**config.mk**
```make
export PLATFORM = sky130hd
export DESIGN_NAME = fft_stream_sequencer_flat
export DESIGN_NICKNAME = d
export VERILOG_FILES = /design/src/rtl/fft_seq_pkg.sv /design/src/rtl/fft_stream_sequencer_if.sv /design/src/rtl/fft_seq_fifo.sv /design/src/rtl/fft_stream_sequencer.sv /design/src/flat_wrapper.sv
export SDC_FILE = /design/constraint.sdc
export NUM_CORES = 1
export LEC_CHECK = 0
export BUFFER_PORTS_ARGS = -buffer_cell sky130_fd_sc_hd__buf_4
export CORE_ASPECT_RATIO = 0.8
export CORE_MARGIN = 2
export CORE_UTILIZATION = 50
export CTS_CLUSTER_DIAMETER = 40
export DETAILED_ROUTE_END_ITERATION = 8
export PLACE_DENSITY = 0.76
export REMOVE_ABC_BUFFERS = 1
export SYNTH_ARGS = -nofsm -noshare
export SYNTH_HDL_FRONTEND = slang
export SYNTH_SLANG_ARGS = --single-unit
export TNS_END_PERCENT = 30
```
**constraint.sdc**
```tcl
create_clock -name clk -period 2.6 [get_ports clk]
set_input_delay 0.26 -clock clk [delete_from_list [all_inputs] [get_ports clk]]
set_output_delay 0.26 -clock clk [all_outputs]
set_load 0.01 [all_outputs]
```
**src/rtl/fft_seq_pkg.sv**
```systemverilog
// Shared types and helpers for the FFT stream sequencer: FSM state encoding,
// default geometry and width helpers.
package fft_seq_pkg;

  typedef enum logic [1:0] {
    IDLE   = 2'd0,
    ARM    = 2'd1,
    STREAM = 2'd2
  } state_e;

  localparam int unsigned DEF_DATA_W     = 14;
  localparam int unsigned DEF_NPTS       = 1024;
  localparam int unsigned DEF_FIFO_DEPTH = 4;
  localparam int unsigned FFT_PTS_W      = 11;

  function automatic int unsigned cnt_w_f(input int unsigned npts);
    return $clog2(npts);
  endfunction

  function automatic int unsigned ptr_w_f(input int unsigned depth);
    return $clog2(depth);
  endfunction

  function automatic logic [FFT_PTS_W-1:0] fft_pts_f(input int unsigned npts);
    return FFT_PTS_W'(npts);
  endfunction

endpackage

```
**src/rtl/fft_stream_sequencer_if.sv**
```systemverilog
// Avalon-ST link between the sequencer and the FFT core: sink beats toward the
// core plus the core's source-side status that the sequencer watches.
interface fft_stream_sequencer_if #(
  parameter int unsigned DATA_W = 14
);
  logic              sink_valid;
  logic              sink_ready;
  logic              sink_sop;
  logic              sink_eop;
  logic [DATA_W-1:0] sink_real;
  logic [DATA_W-1:0] sink_imag;
  logic [1:0]        sink_error;
  logic              source_valid;
  logic              source_eop;
  logic [1:0]        source_error;

  modport master (
    output sink_valid, sink_sop, sink_eop, sink_real, sink_imag, sink_error,
    input  sink_ready, source_valid, source_eop, source_error
  );

  modport slave (
    input  sink_valid, sink_sop, sink_eop, sink_real, sink_imag, sink_error,
    output sink_ready, source_valid, source_eop, source_error
  );
endinterface

```
**src/rtl/fft_seq_fifo.sv**
```systemverilog
// Small synchronous FIFO with flush; a read on a full FIFO frees the slot for a
// same-cycle write.
module fft_seq_fifo
  import fft_seq_pkg::*;
#(
  parameter int unsigned DATA_W = 14,
  parameter int unsigned DEPTH  = 4
) (
  input  logic                      clk,
  input  logic                      reset_n,
  input  logic                      flush_i,
  input  logic                      wr_en_i,
  input  logic [DATA_W-1:0]         wr_data_i,
  input  logic                      rd_en_i,
  output logic [DATA_W-1:0]         rd_data_o,
  output logic                      full_o,
  output logic                      empty_o,
  output logic [ptr_w_f(DEPTH):0]   level_o
);
  localparam int unsigned PTR_W = ptr_w_f(DEPTH);

  logic [DATA_W-1:0] mem_q [DEPTH];
  logic [PTR_W-1:0]  wr_ptr_q, wr_ptr_d, rd_ptr_q, rd_ptr_d;
  logic [PTR_W:0]    level_q, level_d;
  logic              push, pop;

  assign empty_o = (level_q == '0);
  assign full_o  = (level_q == (PTR_W+1)'(DEPTH));
  assign pop     = rd_en_i & !empty_o;
  assign push    = wr_en_i & (!full_o | pop);

  always_comb begin
    wr_ptr_d = wr_ptr_q;
    rd_ptr_d = rd_ptr_q;
    level_d  = level_q;
    if (flush_i) begin
      wr_ptr_d = '0;
      rd_ptr_d = '0;
      level_d  = '0;
    end else begin
      if (push) wr_ptr_d = wr_ptr_q + PTR_W'(1);
      if (pop)  rd_ptr_d = rd_ptr_q + PTR_W'(1);
      level_d = level_q + (PTR_W+1)'(push) - (PTR_W+1)'(pop);
    end
  end

  always_ff @(posedge clk or negedge reset_n) begin
    if (!reset_n) begin
      wr_ptr_q <= '0;
      rd_ptr_q <= '0;
      level_q  <= '0;
    end else begin
      wr_ptr_q <= wr_ptr_d;
      rd_ptr_q <= rd_ptr_d;
      level_q  <= level_d;
    end
  end

  always_ff @(posedge clk) begin
    if (push && !flush_i) mem_q[wr_ptr_q] <= wr_data_i;
  end

  assign rd_data_o = mem_q[rd_ptr_q];
  assign level_o   = level_q;

endmodule

```
**src/rtl/fft_stream_sequencer.sv**
```systemverilog
// Cuts a free-running sample stream into NPTS-point Avalon-ST frames for the FFT
// core and tracks frames in flight. Optional macro: FFT_SEQ_ERR_ABORT_EN.
module fft_stream_sequencer
  import fft_seq_pkg::*;
#(
  parameter int unsigned DATA_W     = DEF_DATA_W,
  parameter int unsigned NPTS       = DEF_NPTS,
  parameter int unsigned FIFO_DEPTH = DEF_FIFO_DEPTH
) (
  input  logic                        clk,
  input  logic                        reset_n,
  input  logic                        enable,
  input  logic                        inverse_cfg,
  input  logic [DATA_W-1:0]           in_data,
  input  logic                        in_valid,
  fft_stream_sequencer_if.master      sink,
  output logic                        inverse,
  output logic [FFT_PTS_W-1:0]        fft_pts,
  output logic [15:0]                 frames_sent,
  output logic                        overflow,
  output logic                        busy
);
  localparam int unsigned CNT_W = cnt_w_f(NPTS);
  localparam int unsigned LVL_W = ptr_w_f(FIFO_DEPTH) + 1;
  localparam logic [CNT_W-1:0] CNT_LAST = CNT_W'(NPTS - 1);
  localparam logic [LVL_W-1:0] LVL_ONE  = LVL_W'(1);

  state_e            state_q, state_d;
  logic [CNT_W-1:0]  cnt_q, cnt_d;
  logic              inv_q, inv_d;
  logic [15:0]       frames_q, frames_d;
  logic              ovf_q, ovf_d;
  logic [3:0]        outst_q, outst_d;

  logic              fifo_empty, fifo_full;
  logic [LVL_W-1:0]  fifo_level;
  logic [DATA_W-1:0] fifo_head;
  logic              valid_c, sop_c, eop_c, xfer, eop_xfer, src_eop;
  logic              more_next, start_ok, flush;

  fft_seq_fifo #(
    .DATA_W (DATA_W),
    .DEPTH  (FIFO_DEPTH)
  ) u_fifo (
    .clk       (clk),
    .reset_n   (reset_n),
    .flush_i   (flush),
    .wr_en_i   (in_valid),
    .wr_data_i (in_data),
    .rd_en_i   (xfer),
    .rd_data_o (fifo_head),
    .full_o    (fifo_full),
    .empty_o   (fifo_empty),
    .level_o   (fifo_level)
  );

  assign valid_c   = (state_q == STREAM) & !fifo_empty;
  assign sop_c     = (state_q == STREAM) & (cnt_q == '0);
  assign eop_c     = (state_q == STREAM) & (cnt_q == CNT_LAST);
  assign xfer      = valid_c & sink.sink_ready;
  assign eop_xfer  = xfer & eop_c;
  assign src_eop   = sink.source_valid & sink.source_eop;
  // After an EOP read the FIFO still holds data if another entry remains or one
  // is being written; then the next SOP follows without an ARM bubble.
  assign more_next = (fifo_level > LVL_ONE) | in_valid;

`ifdef FFT_SEQ_ERR_ABORT_EN
  logic abort, hold_q, hold_d;

  assign abort    = sink.source_valid & (sink.source_error != 2'b00);
  assign flush    = abort;
  assign start_ok = enable & !hold_q;

  // After an abort, a restart needs enable to be seen low first.
  always_comb begin
    hold_d = hold_q;
    if (!enable) hold_d = 1'b0;
    if (abort)   hold_d = 1'b1;
  end

  always_ff @(posedge clk or negedge reset_n) begin
    if (!reset_n) hold_q <= 1'b0;
    else          hold_q <= hold_d;
  end
`else
  logic unused_source_error;

  assign unused_source_error = ^sink.source_error;
  assign flush    = 1'b0;
  assign start_ok = enable;
`endif

  always_comb begin
    state_d  = state_q;
    cnt_d    = cnt_q;
    inv_d    = inv_q;
    frames_d = frames_q;
    ovf_d    = ovf_q;
    outst_d  = outst_q;

    case (state_q)
      IDLE: if (start_ok) state_d = ARM;
      ARM: begin
        if (!fifo_empty) begin
          inv_d   = inverse_cfg;
          cnt_d   = '0;
          state_d = STREAM;
        end
      end
      STREAM: begin
        if (xfer) begin
          if (eop_c) begin
            cnt_d    = '0;
            frames_d = frames_q + 16'd1;
            if (enable && more_next) inv_d = inverse_cfg;
            else if (enable)         state_d = ARM;
            else                     state_d = IDLE;
          end else begin
            cnt_d = cnt_q + CNT_W'(1);
          end
        end
      end
      default: state_d = IDLE;
    endcase

    if (in_valid && fifo_full && !xfer && !flush) ovf_d = 1'b1;

    if (eop_xfer && !src_eop && outst_q != 4'd15)  outst_d = outst_q + 4'd1;
    else if (src_eop && !eop_xfer && outst_q != '0) outst_d = outst_q - 4'd1;

`ifdef FFT_SEQ_ERR_ABORT_EN
    if (abort) begin
      cnt_d   = '0;
      outst_d = '0;
      state_d = IDLE;
    end
`endif
  end

  always_ff @(posedge clk or negedge reset_n) begin
    if (!reset_n) begin
      state_q  <= IDLE;
      cnt_q    <= '0;
      inv_q    <= 1'b0;
      frames_q <= '0;
      ovf_q    <= 1'b0;
      outst_q  <= '0;
    end else begin
      state_q  <= state_d;
      cnt_q    <= cnt_d;
      inv_q    <= inv_d;
      frames_q <= frames_d;
      ovf_q    <= ovf_d;
      outst_q  <= outst_d;
    end
  end

  assign sink.sink_valid = valid_c;
  assign sink.sink_sop   = sop_c;
  assign sink.sink_eop   = eop_c;
  assign sink.sink_real  = valid_c ? fifo_head : '0;
  assign sink.sink_imag  = '0;
  assign sink.sink_error = 2'b00;

  assign inverse     = inv_q;
  assign fft_pts     = fft_pts_f(NPTS);
  assign frames_sent = frames_q;
  assign overflow    = ovf_q;
  assign busy        = (state_q == STREAM) | (outst_q != '0);

endmodule

```
**src/flat_wrapper.sv**
```systemverilog
// flat-port wrapper written by rule: the top's interface ports become plain ports
module fft_stream_sequencer_flat import fft_seq_pkg::*;
#(
  parameter int unsigned DATA_W     = DEF_DATA_W,
  parameter int unsigned NPTS       = DEF_NPTS,
  parameter int unsigned FIFO_DEPTH = DEF_FIFO_DEPTH
)
  (clk, reset_n, enable, inverse_cfg, in_data, in_valid, inverse, fft_pts, frames_sent, overflow, busy, sink_sink_valid, sink_sink_sop, sink_sink_eop, sink_sink_real, sink_sink_imag, sink_sink_error, sink_sink_ready, sink_source_valid, sink_source_eop, sink_source_error);
  fft_stream_sequencer_if #(.DATA_W(DATA_W)) sink_i ();
  input  logic clk;
  input  logic reset_n;
  input  logic enable;
  input  logic inverse_cfg;
  input  logic [DATA_W-1:0] in_data;
  input  logic in_valid;
  output logic inverse;
  output logic [FFT_PTS_W-1:0] fft_pts;
  output logic [15:0] frames_sent;
  output logic overflow;
  output logic busy;
  output wire logic [$bits(sink_i.sink_valid)-1:0] sink_sink_valid;
  output wire logic [$bits(sink_i.sink_sop)-1:0] sink_sink_sop;
  output wire logic [$bits(sink_i.sink_eop)-1:0] sink_sink_eop;
  output wire logic [$bits(sink_i.sink_real)-1:0] sink_sink_real;
  output wire logic [$bits(sink_i.sink_imag)-1:0] sink_sink_imag;
  output wire logic [$bits(sink_i.sink_error)-1:0] sink_sink_error;
  input wire logic [$bits(sink_i.sink_ready)-1:0] sink_sink_ready;
  input wire logic [$bits(sink_i.source_valid)-1:0] sink_source_valid;
  input wire logic [$bits(sink_i.source_eop)-1:0] sink_source_eop;
  input wire logic [$bits(sink_i.source_error)-1:0] sink_source_error;
  assign sink_sink_valid = sink_i.sink_valid;
  assign sink_sink_sop = sink_i.sink_sop;
  assign sink_sink_eop = sink_i.sink_eop;
  assign sink_sink_real = sink_i.sink_real;
  assign sink_sink_imag = sink_i.sink_imag;
  assign sink_sink_error = sink_i.sink_error;
  assign sink_i.sink_ready = sink_sink_ready;
  assign sink_i.source_valid = sink_source_valid;
  assign sink_i.source_eop = sink_source_eop;
  assign sink_i.source_error = sink_source_error;
  fft_stream_sequencer #(.DATA_W(DATA_W), .NPTS(NPTS), .FIFO_DEPTH(FIFO_DEPTH)) u_core (.clk(clk), .reset_n(reset_n), .enable(enable), .inverse_cfg(inverse_cfg), .in_data(in_data), .in_valid(in_valid), .sink(sink_i), .inverse(inverse), .fft_pts(fft_pts), .frames_sent(frames_sent), .overflow(overflow), .busy(busy));
endmodule
```
==> qor.yml <==
run_status:
  run_status: "complete, no violations"
yosys:
  synth_edf_count: 56
  synth_ff_type: "edfxtp_1"
  yosys_register_bits: 97
  synth_warnings: 0
  async_reset_ff_share_pct: 42.3
  synth_xor_area_share_pct: 5.42
  synthAdderAreaFrac_pct: 4.20
  synth-simple-area-share_pct: 12.9
  netlist_area_um2: 4530
  synth-compound-area-share_pct: 2.76
  synth_mux_area_share_pct: 8.35
  ys_types: 49
  syn_inst: 327
  syn_area_per_cell_um2: 13.8
  synth_top_family_by_area: "simple AND/OR/NAND/NOR gates"
  ys_seq_area_share_pct: 59.8
global_route:
  grt_pass1_wl_mm: 12.7
  gr-total-overflow: 0
  antenna_found_initial: 0
  track_usage_pct: 17.5
  busiest_layer: "met2"
  grtUsageMet1_pct: 22.8
  grt_use_met3_pct: 5.25
  grt_max_degree: 42
  grtUsageMet2_pct: 28.8
  grt_pass1_vias: 2579
placement:
  dpl.hpwl_mm: 5.56
  place_area_um2: 5040
  port-buffer-count: 57
  gp_congestion: 0.846
routing:
  via_per_inst: 5.10
  drcViolationCount: 0
  wl_per_cell_um: 15.2
  ant_nets: 0
  dr.pass1.iters: 4
  drt-total-wl_mm: 7.90
  drt_iter0_drc: 126
  route.vias.total: 2646
cts:
  cts_resized: 0
  clock_sinks: 97
  clockRootBuffer: "clkbuf_16"
  clkTransAtPathRegs_ns: 0.07
  cts-buffers-inserted: 9
  clock_latency_ns: 0.34
  cts_max_level: 3
  cts_buffer_depth: 2
  cts_tree: "done"
sta:
  finalHoldViolations: 0
  maxSlewHeadroom_pct: 53.2
  tightest_slew_ns: 0.702
  setup_violations: 0
  clock_skew_ns: 0.00904
  finalCritPeriodShare_pct: 89.2
  setup-tns-final_ns: 0
  fmax_mhz: 431
  final_max_slew_viol_count: 0
  period_minus_slack_ns: 2.32
  rsz0062_at_grt: "false"
worst_setup_path:
  ff2ff_path_depth: 9
  rrSetupSlack_ns: 0.28
  crit_chain: "ha_1 -> nand4_1 -> nor4_4 -> nand3_1 -> ha_1 -> a21o_1 -> a21oi_1 -> mux2i_1 -> xor2_1"
  critPathMaxFanout: 4
  arrival_ns: 2.58
  start_kind: "flip-flop"
  path_common_cell: "ha_1"
  worst_path_max_delay_cell: "dfrtp_1"
  timing.rr.end: "u_core.outst_q[3]"
  r2r_start: "u_core.cnt_q[0]"
  critical_path_class: "reg -> reg"
  max_stage_delay_ns: 0.39
  crit_path_end_kind: "flip-flop"
  worstPathRequired_ns: 2.86
pwr:
  leakage_nw: 2.27
  power_frac_seq_pct: 43.7
  pwr-share-comb_pct: 31.2
  power.switching_mw: 1.60
  p_clk_share_pct: 25.1
  cellPowerDensity_nw_per_um2: 937
  power_mw: 5.01
  vdd_ir_drop_max_mv: 0.408
  swShare_pct: 31.9
  p_int_mw: 3.41
hold_path:
  hp-start: "in_data[13]"
  holdPathStages: 1
  hp-class: "in -> reg"
  holdPathEnd: "u_core.u_fifo.mem_q[1][13]"
final_layout:
  mostFrequentLayoutCells: "69 x buf_4, 56 x edfxtp_1, 41 x dfrtp_1"
  drive_gt1_share_pct: 27.0
  num-fill-cells: 709
  final_common_cell: "buf_4"
  syn2layout_area_growth_pct: 18.1
  nNetsFinal: 437
  stdcell_area_um2: 5350
  antennaDiodeCount: 0
die:
  die-area_um2: 9840
  core_area_um2: 8920
  start_util_pct: 50.7
  fp.dieH_um: 89.1
  num_io_pins: 87
  dieWidth_um: 110
  fp-row-count: 31
job:
  maxCapViolations: 0
power by group through the flow:
| stage | sequential [mW] | clock [mW] | combinational (mW) |
|---|---|---|---|
| floorplan | 2.21 | 0 | 0.989 |
| global placement | 2.20 | 0 | 1.54 |
| detailed placement | 2.22 | 0 | 1.58 |
| CTS | 2.19 | 1.28 | 1.58 |
| global route | 2.22 | 1.36 | 1.76 |
| finish | 2.19 | 1.25 | 1.56 |
per-stage QoR:
stage	utilization, %	std cells	worst slack [ns]	hold slack [ns]
after floorplan	-	318	0.166	-0.0356
after global placement	56.5	501	0.252	0.273
after global routing	59.9	519	0.0854	0.101
after detailed placement	56.5	501	0.194	0.279
after CTS	59.8	518	0.162	0.104
final	59.9	519	0.280	0.115
what timing repair did:
action | CTS | global route
endpoints found under the hold margin | 41 | 0
endpoints found under the setup margin | 0 | 1
hold buffers | 1 | 0
buffers inserted | 0 | 1
kinds of logic after synthesis:
| logic type | Yosys count |
|---|---|
| multiplexers | 19 |
| AND/OR/NAND/NOR | 100 |
| other | 2 |
| AO/OA/AOI/OAI | 18 |
| flip-flops | 97 |
| XOR/XNOR | 28 |
| buffers and inverters | 49 |
| adder cells (fa/ha/maj) | 14 |
synthesized netlist by cell type (4+ instances only):
library cell | number | share of area, %
buf_4 | 27 | 4.5
nor2b_1 | 14 | 1.9
nor4_1 | 5 | 0.69
nor2_1 | 13 | 1.1
nor3_1 | 5 | 0.55
xor2_1 | 14 | 2.7
dfrtp_1 | 41 | 23
inv_1 | 15 | 1.2
ha_1 | 12 | 3.3
and3_1 | 8 | 1.1
nand3_1 | 11 | 1.2
xnor2_1 | 14 | 2.7
mux4_2 | 14 | 7.0
nand4_1 | 7 | 0.97
buf_2 | 4 | 0.44
edfxtp_1 | 56 | 37
nand2_1 | 18 | 1.5
critical path, delay by kind of cell, from the launching register on:
kind,cells,cell delay (ns)
xor+xnor,1,0.16
fa+ha+maj,2,0.50
flops,1,0.39
mux,1,0.23
compound gates,2,0.36
simple gates,3,0.61
state kept, by name, summed over array words and instances (netlist names):
signal	cells
u_core.cnt_q	10
u_core.frames_sent	16
u_core.inverse	1
u_core.outst_q	4
u_core.overflow	1
u_core.state_q	2
u_core.u_fifo.level_o	3
u_core.u_fifo.mem_q	56
u_core.u_fifo.rd_ptr_q	2
u_core.u_fifo.wr_ptr_q	2
worst max-delay path by stage:
stage	startpoint	endpoint	slack, ns	cells after the start
4_1_cts	u_core.cnt_q[0]	u_core.outst_q[3]	0.16	9
3_3_place_gp	u_core.cnt_q[0]	u_core.outst_q[3]	0.25	9
3_5_place_dp	u_core.cnt_q[0]	u_core.outst_q[3]	0.19	9
5_1_grt	u_core.cnt_q[0]	u_core.outst_q[3]	0.09	9
2_1_floorplan	u_core.cnt_q[0]	u_core.outst_q[3]	0.17	9
6_report	u_core.cnt_q[0]	u_core.outst_q[3]	0.28	9
cell type report:
class	instances	area, µm²	area share, %
clock inverters	7	61.3	1.15
repair buffers	70	528	9.88
well taps	115	144	2.69
inverters	15	56.3	1.05
clock buffers	9	225	4.21
flip-flops and latches	97	2710	50.7
multi-input cells	206	1620	30.4
routing by layer:
layer | vias to the layer above | part of all wire (%)
met2 | 78 | 49
met5 | - | 0
met4 | 0 | 0.85
met1 | 1289 | 45
met3 | 7 | 5.5
li1 | 1272 | -
(Power assumes the default switching activity.)
